**src/rtl/neuron_layer_pkg.sv**
```systemverilog
// Shared definitions for the neuron layer controller: FSM states,
// CTRL/STATUS bit positions and the register-map base offsets.
package neuron_layer_pkg;

    typedef enum logic [1:0] {
        S_IDLE  = 2'd0,
        S_ISSUE = 2'd1,
        S_WAIT  = 2'd2,
        S_DONE  = 2'd3
    } state_e;

    localparam int ADDR_CTRL   = 0;
    localparam int ADDR_STATUS = 1;
    localparam int IN_BASE     = 2;

    localparam int CTRL_SRST  = 0;
    localparam int CTRL_START = 1;

    localparam int ST_IDLE = 0;
    localparam int ST_DONE = 1;
    localparam int ST_OVF  = 2;
    localparam int ST_TO   = 3;
    localparam int ST_WERR = 4;

    function automatic int W_BASE(input int ni);
        return IN_BASE + ni;
    endfunction

    function automatic int B_BASE(input int ni, input int nn);
        return W_BASE(ni) + nn * ni;
    endfunction

    function automatic int R_BASE(input int ni, input int nn);
        return B_BASE(ni, nn) + nn;
    endfunction

endpackage

```
**src/rtl/neuron_layer_ctrl_if.sv**
```systemverilog
// Register port between the SCI slave network interface (master) and the
// controller (slave).
// Handshake: a request (WREQ/RREQ) is taken in the single cycle it is high;
// the slave always accepts and answers with a one-cycle WACK/RVALID pulse
// exactly one cycle later. RDATA holds its value until the next read.
interface neuron_layer_ctrl_if #(
    parameter int ADDR_WIDTH = 6,
    parameter int WIDTH      = 8
) ();
    logic                  WREQ;
    logic [ADDR_WIDTH-1:0] WADDR;
    logic [WIDTH-1:0]      WDATA;
    logic                  WACK;
    logic                  RREQ;
    logic [ADDR_WIDTH-1:0] RADDR;
    logic [WIDTH-1:0]      RDATA;
    logic                  RVALID;

    modport master (output WREQ, WADDR, WDATA, RREQ, RADDR,
                    input  WACK, RDATA, RVALID);
    modport slave  (input  WREQ, WADDR, WDATA, RREQ, RADDR,
                    output WACK, RDATA, RVALID);
endinterface

```
**src/rtl/neuron_layer_regbank.sv**
```systemverilog
// Register file for the neuron layer: inputs, weights, biases, results,
// CTRL soft-reset level and the sticky write-error flag. Also drives the
// core-facing operand muxes for the neuron selected by idx.
module neuron_layer_regbank import neuron_layer_pkg::*; #(
    parameter int NUM_INPUTS  = 2,
    parameter int NUM_NEURONS = 4,
    parameter int WIDTH       = 8,
    parameter int ADDR_WIDTH  = 6,
    parameter int IDX_W       = 2
) (
    input  logic                        clk,
    input  logic                        rst,
    neuron_layer_ctrl_if.slave          bus,
    input  logic                        busy,
    input  logic                        idle,
    input  logic                        st_done,
    input  logic                        st_ovf,
    input  logic                        st_to,
    input  logic [IDX_W-1:0]            idx,
    input  logic                        res_we,
    input  logic [WIDTH-1:0]            res_data,
    output logic                        soft_reset,
    output logic                        start_req,
    output logic [NUM_INPUTS*WIDTH-1:0] core_weights,
    output logic [WIDTH-1:0]            core_bias,
    output logic [NUM_INPUTS*WIDTH-1:0] core_values
);
    localparam int WB = W_BASE(NUM_INPUTS);
    localparam int BB = B_BASE(NUM_INPUTS, NUM_NEURONS);
    localparam int RB = R_BASE(NUM_INPUTS, NUM_NEURONS);

    logic [WIDTH-1:0] in_q  [NUM_INPUTS],  in_d  [NUM_INPUTS];
    logic [WIDTH-1:0] w_q   [NUM_NEURONS*NUM_INPUTS], w_d [NUM_NEURONS*NUM_INPUTS];
    logic [WIDTH-1:0] b_q   [NUM_NEURONS], b_d   [NUM_NEURONS];
    logic [WIDTH-1:0] res_q [NUM_NEURONS], res_d [NUM_NEURONS];
    logic             srst_q, srst_d, err_q, err_d, wack_q, wack_d, rvalid_q, rvalid_d;
    logic [WIDTH-1:0] rdata_q, rdata_d, rd_mux;

    // Write decode: operand writes are blocked while a sequence runs.
    always_comb begin
        in_d = in_q; w_d = w_q; b_d = b_q; res_d = res_q;
        srst_d = srst_q; err_d = err_q; start_req = 1'b0;
        wack_d = bus.WREQ;
        if (bus.WREQ) begin
            if (bus.WADDR == ADDR_WIDTH'(ADDR_CTRL)) begin
                srst_d    = bus.WDATA[CTRL_SRST];
                start_req = bus.WDATA[CTRL_START] && !srst_q && !bus.WDATA[CTRL_SRST];
            end
            for (int i = 0; i < NUM_INPUTS; i++)
                if (bus.WADDR == ADDR_WIDTH'(IN_BASE + i)) begin
                    if (busy) err_d = 1'b1; else in_d[i] = bus.WDATA;
                end
            for (int k = 0; k < NUM_NEURONS*NUM_INPUTS; k++)
                if (bus.WADDR == ADDR_WIDTH'(WB + k)) begin
                    if (busy) err_d = 1'b1; else w_d[k] = bus.WDATA;
                end
            for (int n = 0; n < NUM_NEURONS; n++)
                if (bus.WADDR == ADDR_WIDTH'(BB + n)) begin
                    if (busy) err_d = 1'b1; else b_d[n] = bus.WDATA;
                end
        end
        if (res_we)
            for (int n = 0; n < NUM_NEURONS; n++)
                if (idx == IDX_W'(n)) res_d[n] = res_data;
        if (srst_q) begin
            for (int n = 0; n < NUM_NEURONS; n++) res_d[n] = '0;
            err_d = 1'b0;
        end
    end

    // Read decode; unmapped addresses read as zero.
    always_comb begin
        rd_mux = '0;
        if (bus.RADDR == ADDR_WIDTH'(ADDR_CTRL)) rd_mux[CTRL_SRST] = srst_q;
        if (bus.RADDR == ADDR_WIDTH'(ADDR_STATUS)) begin
            rd_mux[ST_IDLE] = idle;
            rd_mux[ST_DONE] = st_done;
            rd_mux[ST_OVF]  = st_ovf;
            rd_mux[ST_TO]   = st_to;
            rd_mux[ST_WERR] = err_q;
        end
        for (int i = 0; i < NUM_INPUTS; i++)
            if (bus.RADDR == ADDR_WIDTH'(IN_BASE + i)) rd_mux = in_q[i];
        for (int k = 0; k < NUM_NEURONS*NUM_INPUTS; k++)
            if (bus.RADDR == ADDR_WIDTH'(WB + k)) rd_mux = w_q[k];
        for (int n = 0; n < NUM_NEURONS; n++) begin
            if (bus.RADDR == ADDR_WIDTH'(BB + n)) rd_mux = b_q[n];
            if (bus.RADDR == ADDR_WIDTH'(RB + n)) rd_mux = res_q[n];
        end
        rvalid_d = bus.RREQ;
        rdata_d  = bus.RREQ ? rd_mux : rdata_q;
    end

    // Operand muxes toward the core for the currently selected neuron.
    always_comb begin
        core_weights = '0;
        core_bias    = '0;
        core_values  = '0;
        for (int n = 0; n < NUM_NEURONS; n++)
            if (idx == IDX_W'(n)) begin
                core_bias = b_q[n];
                for (int i = 0; i < NUM_INPUTS; i++)
                    core_weights[i*WIDTH +: WIDTH] = w_q[n*NUM_INPUTS + i];
            end
        for (int i = 0; i < NUM_INPUTS; i++)
            core_values[i*WIDTH +: WIDTH] = in_q[i];
    end

    // Register state update.
    always_ff @(posedge clk) begin
        if (rst) begin
            for (int i = 0; i < NUM_INPUTS; i++) in_q[i] <= '0;
            for (int k = 0; k < NUM_NEURONS*NUM_INPUTS; k++) w_q[k] <= '0;
            for (int n = 0; n < NUM_NEURONS; n++) begin
                b_q[n]   <= '0;
                res_q[n] <= '0;
            end
            srst_q <= 1'b0; err_q <= 1'b0; wack_q <= 1'b0;
            rvalid_q <= 1'b0; rdata_q <= '0;
        end else begin
            in_q <= in_d; w_q <= w_d; b_q <= b_d; res_q <= res_d;
            srst_q <= srst_d; err_q <= err_d; wack_q <= wack_d;
            rvalid_q <= rvalid_d; rdata_q <= rdata_d;
        end
    end

    assign bus.WACK   = wack_q;
    assign bus.RVALID = rvalid_q;
    assign bus.RDATA  = rdata_q;
    assign soft_reset = srst_q;
endmodule

```
**src/rtl/neuron_layer_ctrl.sv**
```systemverilog
// Time-multiplexes one neuron core over NUM_NEURONS channels: issues each
// neuron with a start pulse, collects results, and guards each core
// evaluation with a timeout watchdog.
module neuron_layer_ctrl import neuron_layer_pkg::*; #(
    parameter int NUM_INPUTS     = 2,
    parameter int NUM_NEURONS    = 4,
    parameter int WIDTH          = 8,
    parameter int ADDR_WIDTH     = 6,
    parameter int TIMEOUT_CYCLES = 255
) (
    input  logic                        CLK,
    input  logic                        RST,
    neuron_layer_ctrl_if.slave          bus,
    output logic                        CORE_RST,
    output logic [NUM_INPUTS*WIDTH-1:0] CORE_WEIGHTS,
    output logic [WIDTH-1:0]            CORE_BIAS,
    output logic [NUM_INPUTS*WIDTH-1:0] CORE_VALUES,
    output logic                        CORE_START,
    input  logic                        CORE_READY,
    input  logic [WIDTH-1:0]            CORE_VALUE_OUT,
    input  logic                        CORE_VALID_OUT,
    input  logic                        CORE_OVERFLOW,
    output logic                        BUSY,
    output logic                        DONE_IRQ,
    output logic [1:0]                  DBG_STATE
);
    localparam int IDX_W = (NUM_NEURONS > 1) ? $clog2(NUM_NEURONS) : 1;
    localparam int CNT_W = $clog2(TIMEOUT_CYCLES + 1);

    state_e           state_q, state_d;
    logic [IDX_W-1:0] idx_q, idx_d;
    logic [CNT_W-1:0] cnt_q, cnt_d;
    logic             start_q, start_d, irq_q, irq_d;
    logic             done_q, done_d, ovf_q, ovf_d, to_q, to_d;
    logic             res_we, soft_reset, start_req;

    neuron_layer_regbank #(
        .NUM_INPUTS(NUM_INPUTS), .NUM_NEURONS(NUM_NEURONS), .WIDTH(WIDTH),
        .ADDR_WIDTH(ADDR_WIDTH), .IDX_W(IDX_W)
    ) u_regbank (
        .clk(CLK), .rst(RST), .bus(bus),
        .busy(BUSY), .idle(state_q == S_IDLE),
        .st_done(done_q), .st_ovf(ovf_q), .st_to(to_q),
        .idx(idx_q), .res_we(res_we), .res_data(CORE_VALUE_OUT),
        .soft_reset(soft_reset), .start_req(start_req),
        .core_weights(CORE_WEIGHTS), .core_bias(CORE_BIAS), .core_values(CORE_VALUES)
    );

    // Sequencer: issue each neuron, wait for its result or a timeout.
    always_comb begin
        state_d = state_q; idx_d = idx_q; cnt_d = cnt_q;
        start_d = 1'b0; irq_d = 1'b0; res_we = 1'b0;
        done_d = done_q; ovf_d = ovf_q; to_d = to_q;
        if (soft_reset) begin
            state_d = S_IDLE; idx_d = '0; cnt_d = '0;
            done_d = 1'b0; ovf_d = 1'b0; to_d = 1'b0;
        end else begin
            case (state_q)
                S_IDLE: if (start_req) begin
                    idx_d = '0; done_d = 1'b0; ovf_d = 1'b0; to_d = 1'b0;
                    state_d = S_ISSUE;
                end
                S_ISSUE: if (CORE_READY) begin
                    start_d = 1'b1; cnt_d = '0; state_d = S_WAIT;
                end
                S_WAIT: begin
                    // A result arriving on the terminal count still counts.
                    if (CORE_VALID_OUT) begin
                        res_we = 1'b1;
                        ovf_d  = ovf_q | CORE_OVERFLOW;
                        if (idx_q == IDX_W'(NUM_NEURONS - 1)) begin
                            state_d = S_DONE;
                        end else begin
                            idx_d   = idx_q + 1'b1;
                            state_d = S_ISSUE;
                        end
                    end else if (cnt_q == CNT_W'(TIMEOUT_CYCLES - 1)) begin
                        to_d = 1'b1; state_d = S_IDLE;
                    end else begin
                        cnt_d = cnt_q + 1'b1;
                    end
                end
                S_DONE: begin
                    done_d = 1'b1; irq_d = 1'b1; state_d = S_IDLE;
                end
                default: state_d = S_IDLE;
            endcase
        end
    end

    // Sequencer state and sticky status flops.
    always_ff @(posedge CLK) begin
        if (RST) begin
            state_q <= S_IDLE; idx_q <= '0; cnt_q <= '0;
            start_q <= 1'b0; irq_q <= 1'b0;
            done_q <= 1'b0; ovf_q <= 1'b0; to_q <= 1'b0;
        end else begin
            state_q <= state_d; idx_q <= idx_d; cnt_q <= cnt_d;
            start_q <= start_d; irq_q <= irq_d;
            done_q <= done_d; ovf_q <= ovf_d; to_q <= to_d;
        end
    end

    assign CORE_RST   = RST | soft_reset;
    assign CORE_START = start_q;
    assign DONE_IRQ   = irq_q;
    assign BUSY       = (state_q != S_IDLE);
    assign DBG_STATE  = state_q;
endmodule

```
**src/flat_wrapper.sv**
```systemverilog
// flat-port wrapper written by rule: the top's interface ports become plain ports
module neuron_layer_ctrl_flat import neuron_layer_pkg::*;
#(
    parameter int NUM_INPUTS     = 2,
    parameter int NUM_NEURONS    = 4,
    parameter int WIDTH          = 8,
    parameter int ADDR_WIDTH     = 6,
    parameter int TIMEOUT_CYCLES = 255
)
  (CLK, RST, CORE_RST, CORE_WEIGHTS, CORE_BIAS, CORE_VALUES, CORE_START, CORE_READY, CORE_VALUE_OUT, CORE_VALID_OUT, CORE_OVERFLOW, BUSY, DONE_IRQ, DBG_STATE, bus_WREQ, bus_WADDR, bus_WDATA, bus_RREQ, bus_RADDR, bus_WACK, bus_RDATA, bus_RVALID);
  neuron_layer_ctrl_if #(.ADDR_WIDTH(ADDR_WIDTH), .WIDTH(WIDTH)) bus_i ();
  input  logic CLK;
  input  logic RST;
  output logic CORE_RST;
  output logic [NUM_INPUTS*WIDTH-1:0] CORE_WEIGHTS;
  output logic [WIDTH-1:0] CORE_BIAS;
  output logic [NUM_INPUTS*WIDTH-1:0] CORE_VALUES;
  output logic CORE_START;
  input  logic CORE_READY;
  input  logic [WIDTH-1:0] CORE_VALUE_OUT;
  input  logic CORE_VALID_OUT;
  input  logic CORE_OVERFLOW;
  output logic BUSY;
  output logic DONE_IRQ;
  output logic [1:0] DBG_STATE;
  input wire logic [$bits(bus_i.WREQ)-1:0] bus_WREQ;
  input wire logic [$bits(bus_i.WADDR)-1:0] bus_WADDR;
  input wire logic [$bits(bus_i.WDATA)-1:0] bus_WDATA;
  input wire logic [$bits(bus_i.RREQ)-1:0] bus_RREQ;
  input wire logic [$bits(bus_i.RADDR)-1:0] bus_RADDR;
  output wire logic [$bits(bus_i.WACK)-1:0] bus_WACK;
  output wire logic [$bits(bus_i.RDATA)-1:0] bus_RDATA;
  output wire logic [$bits(bus_i.RVALID)-1:0] bus_RVALID;
  assign bus_i.WREQ = bus_WREQ;
  assign bus_i.WADDR = bus_WADDR;
  assign bus_i.WDATA = bus_WDATA;
  assign bus_i.RREQ = bus_RREQ;
  assign bus_i.RADDR = bus_RADDR;
  assign bus_WACK = bus_i.WACK;
  assign bus_RDATA = bus_i.RDATA;
  assign bus_RVALID = bus_i.RVALID;
  neuron_layer_ctrl #(.NUM_INPUTS(NUM_INPUTS), .NUM_NEURONS(NUM_NEURONS), .WIDTH(WIDTH), .ADDR_WIDTH(ADDR_WIDTH), .TIMEOUT_CYCLES(TIMEOUT_CYCLES)) u_core (.CLK(CLK), .RST(RST), .bus(bus_i), .CORE_RST(CORE_RST), .CORE_WEIGHTS(CORE_WEIGHTS), .CORE_BIAS(CORE_BIAS), .CORE_VALUES(CORE_VALUES), .CORE_START(CORE_START), .CORE_READY(CORE_READY), .CORE_VALUE_OUT(CORE_VALUE_OUT), .CORE_VALID_OUT(CORE_VALID_OUT), .CORE_OVERFLOW(CORE_OVERFLOW), .BUSY(BUSY), .DONE_IRQ(DONE_IRQ), .DBG_STATE(DBG_STATE));
endmodule
```
**config.mk**
```make
export PLATFORM = sky130hd
export DESIGN_NAME = neuron_layer_ctrl_flat
export DESIGN_NICKNAME = d
export VERILOG_FILES = /design/src/rtl/neuron_layer_pkg.sv /design/src/rtl/neuron_layer_ctrl_if.sv /design/src/rtl/neuron_layer_regbank.sv /design/src/rtl/neuron_layer_ctrl.sv /design/src/flat_wrapper.sv
export SDC_FILE = /design/constraint.sdc
export NUM_CORES = 1
export LEC_CHECK = 0
export BUFFER_PORTS_ARGS = -buffer_cell sky130_fd_sc_hd__buf_2
export CAP_MARGIN = 10
export CORE_UTILIZATION = 25
export DETAILED_ROUTE_END_ITERATION = 6
export MAX_ROUTING_LAYER = met4
export SETUP_SLACK_MARGIN = 0.2
export SLEW_MARGIN = 5
export SYNTH_ARGS = -nofsm -noshare
export SYNTH_HDL_FRONTEND = slang
export SYNTH_HIERARCHICAL = 1
export SYNTH_SLANG_ARGS = --single-unit
```
**constraint.sdc**
```tcl
create_clock -name CLK -period 5.4 [get_ports CLK]
set_input_delay 0.81 -clock CLK [delete_from_list [all_inputs] [get_ports CLK]]
set_output_delay 0.81 -clock CLK [all_outputs]
set_load 0.005 [all_outputs]
```
# Yosys cells after proc, flatten, opt, wreduce, memory -nomap -nowiden
# Cells that the tools add are included.
dict set report word_totals {
  reg_bits 173
}
dict set report classes {
  add_sub_neg 2
  n_eq_ne 48
  mux 94
  n_bitwise 4
  reduce_logical 39
}
# operator count
set ops {}
lappend ops {{$mux 8} 25}
lappend ops {{$eq 6x4->1 const B} 16}
lappend ops {{$mux 16} 4}
lappend ops {{$mux 1} 50}
lappend ops {{$eq 6x3->1 const B} 8}
lappend ops {{$reduce_and 3->1} 16}
lappend ops {{$eq 6x2->1 const B} 4}
lappend ops {{$eq 6x5->1 const B} 4}
lappend ops {{$mux 2} 8}
lappend ops {{$pmux 8 s2} 1}
lappend ops {{$logic_not 6->1} 2}
lappend ops {{$reduce_and 2->1} 6}
lappend ops {{$reduce_and 4->1} 3}
lappend ops {{$ne 2x2->1 const B} 5}
lappend ops {{$add 8x1->8 const B} 1}
lappend ops {{$eq 2x2->1 const B} 4}
lappend ops {{$eq 8x8->1 const B} 1}
lappend ops {{$pmux 2 s4} 1}
lappend ops {{$reduce_bool 2->1} 4}
lappend ops {{$eq 6x1->1 const B} 1}
lappend ops {{$pmux 1 s2} 3}
lappend ops {{$mux 5} 1}
lappend ops {{$eq 2x1->1 const B} 2}
lappend ops {{$logic_not 2->1} 2}
lappend ops {{10 further kinds} 15}

# Logic depth before layout (Yosys ltp)
# Gate-level depths: netlist of run 1.
dict set report logic_depth {
  ltp_word 39
  mapped_depth 10
}

# Modules after synthesis
# Netlist of run 1, hierarchy kept.
# mod n_inst cells_each area_per_inst_um2 seq_area_each_um2
set modules_own_cells {}
lappend modules_own_cells {neuron_layer_regbank 1 899 7771.2 3123.0}
lappend modules_own_cells {neuron_layer_ctrl 1 100 895.9 340.3}

# Worst setup path before layout of run 1
# No wires, ideal clock.
dict set report synth_path {
  path_kind {input to register}
  startpoint {in bus_WADDR[0]}
  endpoint {reg u_core.idx_q[0]}
  setup_ps 129
  arrival_time_ps 2524
  path_slack_ps 2747
  path_stages 8
  path_buffers 1
  path_cell_list {clkbuf_1 nor2_1 nand3_1 nor4b_1 nand2b_1 a21oi_1 mux2i_1 nor2_1}
}
dict set report synth_via {
  elab_chain_cells 5
}
# item line_no
set synth_lines {}
lappend synth_lines {{start, declared} flat_wrapper.sv:27} ;# input wire logic [$bits(bus_i.WADDR)-1:0] bus_WADDR;
lappend synth_lines {{$logic_not 6->1} neuron_layer_regbank.sv:45} ;# if (bus.WADDR == ADDR_WIDTH'(ADDR_CTRL)) begin
lappend synth_lines {{$mux 1} neuron_layer_regbank.sv:45}
lappend synth_lines {{$mux 1} neuron_layer_regbank.sv:44} ;# if (bus.WREQ) begin
lappend synth_lines {{net u_core.start_req} neuron_layer_ctrl.sv:35} ;# logic res_we, soft_reset, start_req;
lappend synth_lines {{$ne 2x1->1 (no line)} -}
lappend synth_lines {{$reduce_and 4->1 (no line)} -}
lappend synth_lines {{end signal, assigned} neuron_layer_ctrl.sv:98} ;# state_q <= state_d; idx_q <= idx_d; cnt_q <= cnt_d;
lappend synth_lines {{end, declared} neuron_layer_ctrl.sv:31} ;# logic [IDX_W-1:0] idx_q, idx_d;
# The timed path passes the listed nets, and every way through them passes these cells.
# A chain may end at the register's enable or synchronous reset.

# Final worst setup path of run 1
dict set report layout_path {
  startpoint {reg u_core.state_q[1] (netlist: u_core/DBG_STATE[1])}
  endpoint {reg u_core/u_regbank/w_q[3] (netlist bit)}
}
dict set report layout_via {
  elab_chain_cells 3
}
# item line_no
set layout_lines {}
lappend layout_lines {{start, declared} neuron_layer_ctrl.sv:30} ;# state_e state_q, state_d;
lappend layout_lines {{start signal, assigned} neuron_layer_ctrl.sv:98}
lappend layout_lines {{$reduce_bool 2->1} neuron_layer_ctrl.sv:107} ;# assign BUSY = (state_q != S_IDLE);
lappend layout_lines {{$not 1->1 (no line)} -}
lappend layout_lines {{$reduce_and 3->1 (no line)} -}
lappend layout_lines {{end signal, assigned} neuron_layer_regbank.sv:121} ;# in_q <= in_d; w_q <= w_d; b_q <= b_d; res_q <= res_d;
lappend layout_lines {{end, declared} neuron_layer_regbank.sv:33} ;# logic [WIDTH-1:0] w_q [NUM_NEURONS*NUM_INPUTS], w_d [NUM_NEURONS*NUM_INPUTS];
# Every way passes these cells.

==> results.tsv, run 1 <==
metric	value	unit
Port Buf Inserts	90	
vias in the first global route	7452	
CP endpoint kind	flip-flop	
number of enable flip-flop cells after synthesis	0	
nets	1073	
post-CTS sizing	0	
hold depth	2	
top-level I/O count	91	
top post-synthesis cells by area	dfxtp_1, mux2i_1, mux4_2	
Slew HR	24.6	%
status	finished, final reports clean	
crit path max fanout	19	
die width	188	um
CTS hold repair buffers	0	
crit path time final	3320	ps
register area share after synthesis	40.0	%
Starting DRT DRC Count	974	
Clock Path Buffers	2	
commonest non-fill, non-tap cells in the layout	dfxtp_1, nor2_1, mux2i_1, nand2_1, buf_2	
crit path DAT	3610	ps
Avg Inst Size Synth	8.68	um^2
first-pass GRT wire length	47500	um
setup TNS	0	ps
final critical-path setup slack	2080	ps
critical path launch point type	flip-flop	
post-synthesis async set-or-reset flop share	0	%
HP Class	reg2reg	
Clock Latency Late Sink	430	ps
Setup violations, final	0	
P&R area growth vs syn	14.9	%
GRT Residual Overflow	0	
Layout Cells excl Fill	1497	
peak supply drop	0.206	mV
worst reg2reg path depth	8	
Critical Path RT	5690	ps
WL met1	14100	um
commonest non-fill, non-tap cell in the layout	dfxtp_1	
Worst Skew	9.60	ps
postcts setup bufs	0	
Setup WS pre-CTS	1910	ps
Avg WL per Cell	21.6	um
CTS root buf	clkbuf_16	
antenna viol nets, final	0	
Post-Synthesis Cell Area	0.00867	mm^2
clock sink total	173	
clock slew at reported path FFs	70	ps
Most used DFF post-synth	dfxtp_1	
RSZ-0062 raised after global routing	no	
pin count of the biggest net entering global routing	65	
Worst Tran Pin Value	1110	ps
Pre-antenna DRT Iters	5	
met3 routed WL	2800	um
FF+latch count, synth	173	
syn_nets	1037	
vias per std cell	5.51	
row cnt	67	
routed wl met2	14500	um
Fin. Hold Viols	0	
pwr dens	267	mW/mm^2
gpl congestion	0.996	
CTS tree	done	
post-DP HPWL	23300	um
DIE AREA	0.0354	mm^2
Starting Density	25.7	%
leading area contributor after synthesis	dfxtp_1	
die height	188	um
Inserted Clock Buffers	17	
synth warn	6	
area share of the largest cell type after synthesis	40.0	%
Total GRT Usage	18.4	%
max_cap viols	0	
library cells used by synthesis	63	
DRC viols	0	
H-tree Lvls	4	
Post-Route WL	32300	um
Post-Syn Instances	999	
via count	8242	
initial antenna violation count	2	
post-placement cell count	1464	
fraction of layout cells with a size suffix above 1	16.2	%
Core Footprint	0.0338	mm^2
P_leak	3.92	nW
Crit Path Category	reg2reg	
max layer used	met4	
period utilization	61.5	%
Max Transition Viols Final	0	
f_max	301	MHz
-- cells in the mapped netlist (all sizes together), types with 8 or more instances --
cell type	n
a21oi	78
mux4	25
dfxtp	173
a31oi	9
nand2b	11
nor4	8
buf	23
nor2	149
mux2i	102
nand2	97
and3	8
nor3	19
o211ai	8
clkbuf	58
o21ai	20
nor2b	9
o22ai	18
nand3	70
a221oi	14
-- sequential cells by signal, summed over array words and instances, names as in the netlist --
register / cells
u_core/idx_q: 2
u_core/u_regbank/bus.WACK: 1
u_core/u_regbank/res_q: 32
u_core/u_regbank/w_q: 64
u_core/u_regbank/core_values: 16
u_core/done_q: 1
u_core/u_regbank/err_q: 1
u_core/DBG_STATE: 2
u_core/u_regbank/bus.RDATA: 8
u_core/ovf_q: 1
u_core/DONE_IRQ: 1
u_core/u_regbank/bus.RVALID: 1
u_core/u_regbank/b_q: 32
u_core/u_regbank/soft_reset: 1
u_core/to_q: 1
u_core/CORE_START: 1
u_core/cnt_q: 8
-- per-layer routing --
metal / vias up / track usage [%]
li1: 3706 / -
met1: 4064 / 24.3
met2: 421 / 27.4
met3: 51 / 4.56
met4: 0 / 5.97
met5: - / -
-- cell type report --
cell class	instances	area, um^2
Fill cell	3591	23800
Multi-Input combinational cell	739	4830
Sequential cell	173	3460
Tap cell	448	561
Timing Repair Buffer	98	513
Clock buffer	18	439
Clock inverter	13	119
Inverter	6	22.5
Antenna cell	2	5.00
-- cell families (layout without fill, tap and decap cells) --
family          after synthesis  in the layout  synth area share (%)
simple gates                416            416                  22.7
mux                         127            127                  18.3
fa+ha+maj                     3              3                 0.433
compound gates              193            193                  14.3
flops                       173            173                  40.0
buf+inv                      87            135                  4.32
other cells                   0              2                     0
-- critical path: stages, from the launching register on --
cell and delay [ps]:
dfxtp_1 400, nor2_1 250, inv_1 120, nor4b_1 640, nand2_1 140, nor2_2 720, and3_1 580, mux2i_1 270
nor2_1 60
-- power by group --
group          switching (mW)  internal, mW  total (mW)  leakage (nW)
logic                   0.127        0.0472       0.174          2.26
clock network           0.547         0.647        1.19         0.265
registers             0.00831          1.28        1.29          1.40
total                   0.683          1.98        2.66          3.92
-- through the flow --
stage / power, mW / cell area (um^2) / utilization (%) / hold slack (ps)
floorplan: 1.42 / 8670 / - / 438
global placement: 1.49 / 9390 / 27.8 / 463
detailed placement: 1.49 / 9390 / 27.8 / 468
CTS: 2.67 / 9950 / 29.5 / 478
global route: 2.75 / 9960 / 29.5 / 505
finish: 2.66 / 9960 / 29.5 / 481
-- path summary, 6_finish.rpt --
check / start / to / slack (ps)
worst max register to register: u_core/DBG_STATE[1] / u_core/u_regbank/w_q[3] / 2080
worst max-delay path: u_core/DBG_STATE[1] / u_core/u_regbank/w_q[3] / 2080
worst min-delay path: u_core/u_regbank/w_q[19] / u_core/u_regbank/w_q[19] / 480
worst min register to register: u_core/u_regbank/w_q[19] / u_core/u_regbank/w_q[19] / 480
No activity file was read; power rests on OpenSTA's default activity.
==> run 2: changes to the inputs <==
Clock period 5.4 ns to 2.95 ns, I/O delays scaled along.
==> results.tsv, run 2 (same netlist as run 1, synthesis figures left out) <==
metric	value	unit
status	finished, final reports clean	
crit path time final	2550	ps
period utilization	86.3	%
RSZ-0062 raised after global routing	no	
crit path DAT	2100	ps
Worst Skew	18.4	ps
pwr dens	485	mW/mm^2
antenna viol nets, final	0	
Post-Route WL	32100	um
vias in the first global route	7687	
DRC viols	0	
Port Buf Inserts	90	
Tot Pwr	4.92	mW
die height	188	um
max_cap viols	0	
Starting DRT DRC Count	889	
commonest non-fill, non-tap cell in the layout	dfxtp_1	
gpl congestion	0.961	
Setup violations, final	0	
reg2reg end	u_core/u_regbank/w_q[50]	
P&R area growth vs syn	17.0	%
Comb power frac	6.6	%
crit path max fanout	17	
Avg WL per Cell	21.1	um
CTS hold repair buffers	0	
die width	188	um
Slew HR	37.1	%
Critical Path RT	2510	ps
CTS tree	done	
first-pass GRT wire length	47900	um
dpl cell area	0.00956	mm^2
max FFs per register	64	
Largest regs	u_core/u_regbank/w_q (64), u_core/u_regbank/b_q (32), u_core/u_regbank/res_q (32)	
setup TNS	0	ps
Pre-antenna DRT Iters	5	
CTS root buf	clkbuf_16	
critical path launch point type	flip-flop	
post-CTS sizing	0	
clock power share	45.4	%
CP endpoint kind	output pin	
DIE AREA	0.0354	mm^2
Starting Density	25.7	%
Inserted Clock Buffers	17	
postcts setup bufs	0	
Worst Tran Pin Value	930	ps
final critical-path setup slack	403	ps
P_leak	4.05	nW
Core Footprint	0.0338	mm^2
flop-to-flop setup slack	470	ps
Total GRT Usage	18.3	%
via count	8146	
Setup WS pre-CTS	121	ps
Clock Path Buffers	2	
worst reg2reg path depth	9	
Fin. Hold Viols	0	
worst r2r src	u_core/DBG_STATE[1]	
fraction of layout cells with a size suffix above 1	17.7	%
nets	1094	
peak supply drop	0.367	mV
f_max	393	MHz
switching share of power	24.8	%
pin count of the biggest net entering global routing	67	
register share of total power	48.0	%
hold depth	2	
commonest non-fill, non-tap cells in the layout	dfxtp_1, nor2_1, mux2i_1, nand2_1, buf_2	
Clock Latency Late Sink	430	ps
HP Class	in2reg	
net switching power	1.22	mW
row cnt	67	
Max Transition Viols Final	0	
vias per std cell	5.36	
initial antenna violation count	3	
top-level I/O count	91	
H-tree Lvls	4	
clock sink total	173	
clock slew at reported path FFs	70	ps
Largest Register	u_core/u_regbank/w_q	
post-DP HPWL	24000	um
Worst Hold Endpoint	u_core/u_regbank/bus.WACK	
GRT Residual Overflow	0	
Crit Path Category	reg2out	
Hold Startpoint	bus_WREQ	
Layout Cell Area excl Fill	0.0101	mm^2
Internal	3.70	mW
run 2: worst max path at each step:
| stage | to | from | slack (ps) |
|---|---|---|---|
| global route | u_core/u_regbank/w_q[51] | u_core/DBG_STATE[1] | 290 |
| floorplan | u_core/idx_q[0] | bus_WADDR[0] | 660 |
| CTS | CORE_WEIGHTS[8] | u_core/idx_q[0] | 350 |
| detailed placement | u_core/u_regbank/bus.RDATA[2] | bus_RADDR[3] | 120 |
| finish | CORE_WEIGHTS[13] | u_core/idx_q[0] | 400 |
| global placement | u_core/u_regbank/bus.RDATA[2] | bus_RADDR[3] | 120 |
run 2: final cells by class:
cell class	count	area (um^2)
clock inverter	12	136
tap	448	561
multi-input combinational	739	4830
inverter	6	22.5
sequential	173	3460
clock buffer	20	437
antenna	3	7.51
timing repair buffer	119	683
fill	3564	23600
run 2: critical path, cell delays in order, from the launching register on:
cell and delay (ps):
dfxtp_2 710, buf_12 260, mux4_2 540, buf_2 150
run 2: through the flow:
step	utilization, %	hold WS (ps)	std cells
detailed placement	28.3	465	1485
CTS	30.0	251	1517
finish	30.0	265	1520
floorplan	-	438	999
global placement	28.3	462	1485
global route	30.0	270	1520
run 2: power by group through the flow:
stage	clock network [mW]	logic, mW	registers (mW)
3_3_place_gp	0	0.318	2.42
6_report	2.23	0.326	2.36
5_1_grt	2.37	0.347	2.36
4_1_cts	2.27	0.321	2.36
3_5_place_dp	0	0.320	2.42
2_1_floorplan	0	0.188	2.41
run 2: metal layers:
layer / up-vias / share of wire, % / wire [um] / global-route usage (%)
li1: 3749 / - / - / -
met1: 3997 / 43 / 13900 / 23.5
met2: 360 / 47 / 15100 / 28.8
met3: 40 / 7.9 / 2520 / 4.12
met4: 0 / 1.9 / 607 / 4.75
met5: - / 0 / 0 / -
